--- config.mk ---
export PLATFORM = sky130hd
export DESIGN_NAME = unidade_busca
export DESIGN_NICKNAME = d
export VERILOG_FILES = /design/src/rtl/unidade_busca.sv
export SDC_FILE = /design/constraint.sdc
export NUM_CORES = 1
export LEC_CHECK = 0
export ABC_CLOCK_PERIOD_IN_PS = 2800
export CORE_ASPECT_RATIO = 0.5
export CORE_MARGIN = 8
export CORE_UTILIZATION = 45
export DETAILED_ROUTE_END_ITERATION = 8
export PLACE_DENSITY_LB_ADDON = 0.3
export SLEW_MARGIN = 20
export SYNTH_ARGS = -nofsm -noshare
export SYNTH_HDL_FRONTEND = slang
export SYNTH_SLANG_ARGS = --single-unit
--- constraint.sdc ---
create_clock -name clk -period 2.8 [get_ports clk]
set_input_delay 0.42 -clock clk [delete_from_list [all_inputs] [get_ports clk]]
set_output_delay 0.42 -clock clk [all_outputs]
set_load 0.05 [all_outputs]
--- src/rtl/unidade_busca.sv ---
// Instruction fetch stage: owns the PC, fetches over a req/valid handshake,
// latches the word into IR and computes the next PC from the control-unit outputs.
module unidade_busca #(
   parameter int LARG_PC    = 8,
   parameter int LARG_INSTR = 16
) (
   input  logic                  clk,
   input  logic                  rst,
   output logic [LARG_PC-1:0]    mem_end,
   output logic                  mem_req,
   input  logic [LARG_INSTR-1:0] mem_dado,
   input  logic                  mem_valido,
   output logic [2:0]            Opcode,
   output logic [2:0]            rs,
   output logic [2:0]            rt,
   output logic [2:0]            rd,
   output logic [6:0]            imm,
   output logic                  instr_valida,
   input  logic                  Beqz,
   input  logic                  Ji,
   input  logic                  EscPC,
   input  logic                  Zero,
   output logic                  parado,
   output logic [LARG_PC-1:0]    pc_atual
);

   typedef enum logic [1:0] {BUSCA, ESPERA, EXEC, HALT} estado_t;

   estado_t               estado, estado_prox;
   logic [LARG_PC-1:0]    pc, pc_prox;
   logic [LARG_INSTR-1:0] ir;
   logic                  carrega_ir;
   logic [LARG_PC-1:0]    desloc;

   // imm7 sign-extended to PC width; the add wraps modulo 2^LARG_PC
   assign desloc = LARG_PC'(signed'(ir[6:0]));

   always_ff @(posedge clk or posedge rst) begin
      if (rst) begin
         estado <= BUSCA;
         pc     <= '0;
         ir     <= '0;
      end else begin
         estado <= estado_prox;
         pc     <= pc_prox;
         if (carrega_ir) begin
            ir <= mem_dado;
         end
      end
   end

   always_comb begin
      estado_prox  = estado;
      pc_prox      = pc;
      carrega_ir   = 1'b0;
      mem_req      = 1'b0;
      instr_valida = 1'b0;
      parado       = 1'b0;
      case (estado)
         BUSCA: begin
            // held low while rst is asserted even though the state already reads BUSCA
            mem_req     = !rst;
            estado_prox = ESPERA;
         end
         ESPERA: begin
            if (mem_valido) begin
               carrega_ir  = 1'b1;
               estado_prox = EXEC;
            end
         end
         EXEC: begin
            instr_valida = 1'b1;
            if (!EscPC) begin
               estado_prox = HALT;
            end else begin
               estado_prox = BUSCA;
               if (Ji) begin
                  pc_prox = ir[LARG_PC-1:0];
               end else if (Beqz && Zero) begin
                  pc_prox = pc + LARG_PC'(1) + desloc;
               end else begin
                  pc_prox = pc + LARG_PC'(1);
               end
            end
         end
         HALT: begin
            parado = 1'b1;
         end
         default: begin
            estado_prox = BUSCA;
         end
      endcase
   end

   assign mem_end  = pc;
   assign pc_atual = pc;
   assign Opcode   = ir[15:13];
   assign rs       = ir[12:10];
   assign rt       = ir[9:7];
   assign rd       = ir[6:4];
   assign imm      = ir[6:0];

endmodule

# Yosys cells after proc, flatten, opt, wreduce, memory -nomap -nowiden
# Cells that the tools add are included.
[word_totals] mem_bits_rw=0 out_inout_bits=38 word_cells=25 memories=0 regBits=26 mem_bits_ro=0 latchBits=0
[classes] bitwise=0 order_cmp=0 addsub=2 reduce_logical=6 div=0 n_mul=0 shift=0 mux=10 n_eq_ne=4
[ops] op="$mux W8" n=2
[ops] op="$add A8 B1 Y8 const B" n=1
[ops] op="$add A8 B8 Y8" n=1
[ops] op="$pmux W2 S3" n=1
[ops] op="$mux W1" n=5
[ops] op="$eq A2 B2 Y1 const B" n=2
[ops] op="$mux W2" n=2
[ops] op="$reduce_and A2 Y1" n=2
[ops] op="$reduce_bool A3 Y1" n=1
[ops] op="$eq A2 B1 Y1 const B" n=1
[ops] op="$logic_not A2 Y1" n=1
[ops] op="$ne A2 B2 Y1 const B" n=1
[ops] op="$logic_and A1 B1 Y1" n=1
[ops] op="$logic_not A1 Y1" n=1

# Depth between registers and ports, before layout
[logic_depth] depth_word=4 ltp_mapped=9 depth_no_buf=9

# Least setup slack after synthesis
# Ideal clock, no wire load.
[synth_timing] kind="reg2reg" start="register pc[0] (netlist: mem_end[0])" end="register pc[6] (netlist: mem_end[6])" setup_slack_ns=0.131 synth_period_minus_slack_ns=2.669 path_stages_with_launch=8 path_buffers=0 arrival_time_ns=2.538 cell_sequence="dfrtp_1 > ha_1 > fa_1 > a211oi_1 > nor2_1 > or4_1 > a211oi_1 > o41ai_1"
[synth_between] elab_chain_len=4
[synth_rtl] item="start, declared" line_no="30" rtl="logic [LARG_PC-1:0] pc, pc_prox;"
[synth_rtl] item="start signal, assigned" line_no="45" rtl="pc <= pc_prox;"
[synth_rtl] item="$add A8 B1 Y8 (*)" line_no="80, 82"
[synth_rtl] item="$add A8 B8 Y8" line_no="80" rtl="pc_prox = pc + LARG_PC'(1) + desloc;"
[synth_rtl] item="$mux W8 (*)" line_no="79" rtl="end else if (Beqz && Zero) begin"
[synth_rtl] item="$mux W8 (*)" line_no="77" rtl="if (Ji) begin"
# Mark *: on every way between the ends. The rest lies on a longest branch, timed or not.
# A chain may end at the register's enable or synchronous reset.

# Worst setup path in the final report
# Ends and elaborated chain as after synthesis.

==> metrics.md <==
| Metric | Value |
|---|---|
| Routability cong. | 0.872 |
| Arr. time, crit path | approximately 2.7 ns |
| Crit path cell chain | ha_1, fa_1, a211oi_1, nor2_1, or4_1, a211oi_1, o41ai_1 |
| Residual DRC | 0 |
| Fill count | 308 |
| Post-CTS sizing | 0 |
| Delay of the slowest critical-path stage | ~0.48 ns |
| CP Capture Type | flop |
| Vias in the first global route | between 1000 and 1500 |
| Mux cell area share after synthesis | 11.6% |
| Status | complete, no violations |
| Clk_lat worst skew | 0.27 ns |
| Top_reg_cell synth | dfrtp_1 |
| Hold-fix buffers, CTS | 0 |
| Top area cells in the synthesized netlist | dfrtp_1 (38%), mux2_2 (10%), ha_1 (10%) |
| Synth Area in Compound Gates | ~15% |
| Antenna violations before repair | 0 |
| M3 GR Usage | just under 7% |
| Initial DRC count | 94 |
| Final std cells w/o fill | 279 |
| H-tree Lvls | 1 |
| Largest family of logic cells by synthesized area | compound AO/OA/AOI/OAI gates |
| Critical-path maximum fanout | 8 |
| Post-Route Skew | ~0.0031 ns |
| Register area | between 600 and 700 um2 |
| Post-Syn Area | around 1700 um2 |
| Asr flop ratio synth | 100% |
| Largest net degree at the start of global routing | 27 |
| Post-synthesis xor/xnor area fraction | ~4.6% |
| Chip Height | approximately 60 um |
| CTS root buf | clkbuf_8 |
| Share of the synthesized area in the top cell type | a little under two fifths |
| Slew headroom | 49.2% |
| Post-Synth Adder-Cell Area | 11.3% |
| Startpoint class of the critical path | flop |
| Simple-Gate Fraction of Synth Area | 12.2% |
| Layer with the highest usage | met1 |
| Worst Path Class, Setup | reg -> reg |
| Drt via density | between 5 and 6 |
| Nets@finish | 264 |
| Synthesized net count | 211 |
| Num rows | 16 |
| M1 GR Usage | between 20% and 30% |
| Finished Core Util | 63.0% |
| Period utilization | 92.0% |
| Number of synthesized flops with an enable pin | 0 |
| Placed cells | ~280 |
| Met2 usage | around a fifth |
| Min-delay src | ir[15] |
| First-pass DRT Iterations | 4 |
| Cell variety after synth | 36 |
| Mean Syn Cell Area | ~10 um2 |
| Ant diodes | 0 |
| Vias after detailed routing | between 1000 and 1500 |
| I/O Buffers | 60 |
| Slew @ Worst Pin | 0.760 ns |
| Antenna Violating Nets Remaining | 0 |
| Area of the multi-input gates | roughly 950 um2 |
| Worst r2r src | mem_end[0] |
| CP required | roughly 2.9 ns |
| Highest-delay cell along the critical path | dfrtp_1 |
| Post-Route WL | around 4400 um |
| Synth area leader | dfrtp_1 |
| Post-CTS Setup Inserts | 0 |
| Grt ovf | 0 |
| Crit-path most repeated cell | a211oi_1 |
| Num CTS Buffers | 3 |
| Final hold slack | just over 0.5 ns |
| Max Freq | 0.388 GHz |
| Initial Util | between 40 and 50% |
| CTS tree | built |
| Die Wd | 103 um |
| Layout cell share with drive strength beyond 1 | around an eighth |
| HPWL Detailed | around 3500 um |
| RSZ-0062 raised after global routing | no |
| Die footprint | 6180 um2 |
| Overall routing resource usage | about 15% |
| Synthesis-stage register bit count | 26 |
| Longest Clk Path Bufs | 2 |
| Core footprint | 3780 um2 |
| Clock sinks | 26 |
| DR WL/cell | between 15 and 20 um |
| Synth Warn # | 0 |
| First-pass GRT wire length | roughly 7200 um |
| # setup viols final | 0 |
| Cells after Synth | roughly 170 |
| Hold WC Path Type | reg -> reg |
| Clock-pin slew on the worst setup and hold paths | ~0.09 ns |
| Final count of pins violating max slew | 0 |
| Sequential cell area fraction in the yosys report | a little under two fifths |
| Fin Setup TNS | 0 ns |
| Ports | ~60 |
| MaxCap Viol Count | 0 |
| Commonest cells post-synth | dfrtp_1 (26), mux2_2 (16), a21oi_1 (14), ha_1 (14), nand2_1 (14) |
| Cell with the most instances after synthesis | dfrtp_1 |
| Layout area overhead | 38.4% |
| Critical path launch point | mem_end[0] |
| Min Clock Period, post-route | 2.57 ns |
| Endpoints failing hold | 0 |
[per-stage QoR]
stage | worst slack, ns | cell area [um2]
2_1_floorplan | 0.131 | 1720
3_3_place_gp | 0.272 | 2310
3_5_place_dp | 0.243 | 2310
4_1_cts | 0.213 | 2380
5_1_grt | 0.0449 | 2380
6_report | 0.225 | 2380
[metal layers]
metal / vias up / share of wire (%)
met2: 49 / 38
met1: 668 / 50
met3: 0 / 12
met5: - / 0
met4: 0 / 0
li1: 713 / -
[registers in the layout (all words and copies together), names as in the netlist]
signal	flops
estado	2
ir	16
mem_end	8
[cell families after synthesis]
logic type | after synthesis
AOI/OAI and AO/OA | 41
and+or+nand+nor | 43
muxes | 18
buffers and inverters | 21
xor gates and xnor gates | 9
DFF | 26
adders and majority gates | 15
[cells in the final DEF, fill, tap and decap left out, drive strengths merged]
cell type	count
clkdlybuf4s50	60
dfrtp	26
mux2	16
nand2	14
a21oi	14
ha	14
nor2	9
a211oi	7
o21ai	7
inv	6
nand3	6
xor2	5
a21o	5
nor3	4
nor2b	4
xnor2	4
clkbuf	3
buf	3
o211ai	2
mux2i	2
and3	2
o21a	1
and4	1
a2111oi	1
nand4	1
nand3b	1
o22ai	1
a221o	1
o31ai	1
or4	1
o41ai	1
fa	1
bufinv	1
[critical path, delay by kind of cell, from the launching register on]
family | cells | cell delay [ns]
DFF | 1 | 0.48
AOI/OAI and AO/OA | 3 | 0.60
adders and majority gates | 2 | 0.86
and+or+nand+nor | 2 | 0.50
[area by class of cell]
class                           instances  area share (%)
Timing Repair Buffer                   63            26.1
Tap cell                               54            2.83
Inverter                                6           0.945
Clock buffer                            3            1.73
Multi-Input combinational cell        126            39.8
Sequential cell                        26            27.3
Clock inverter                          1            1.26
[worst paths after layout]
path                                    to  slack (ns)  cells past startpoint
worst max-delay path            mem_end[6]        0.23                      7
worst min-delay path                ir[15]        0.51                      1
worst max register to register  mem_end[6]        0.23                      7
worst min register to register      ir[15]        0.51                      1
max in group asynchronous           ir[15]        2.01                      3
min in group asynchronous            ir[1]        0.54                      3
Power is not shown: default switching activity piles up to over one toggle a cycle in this logic, so the estimate is an artifact.
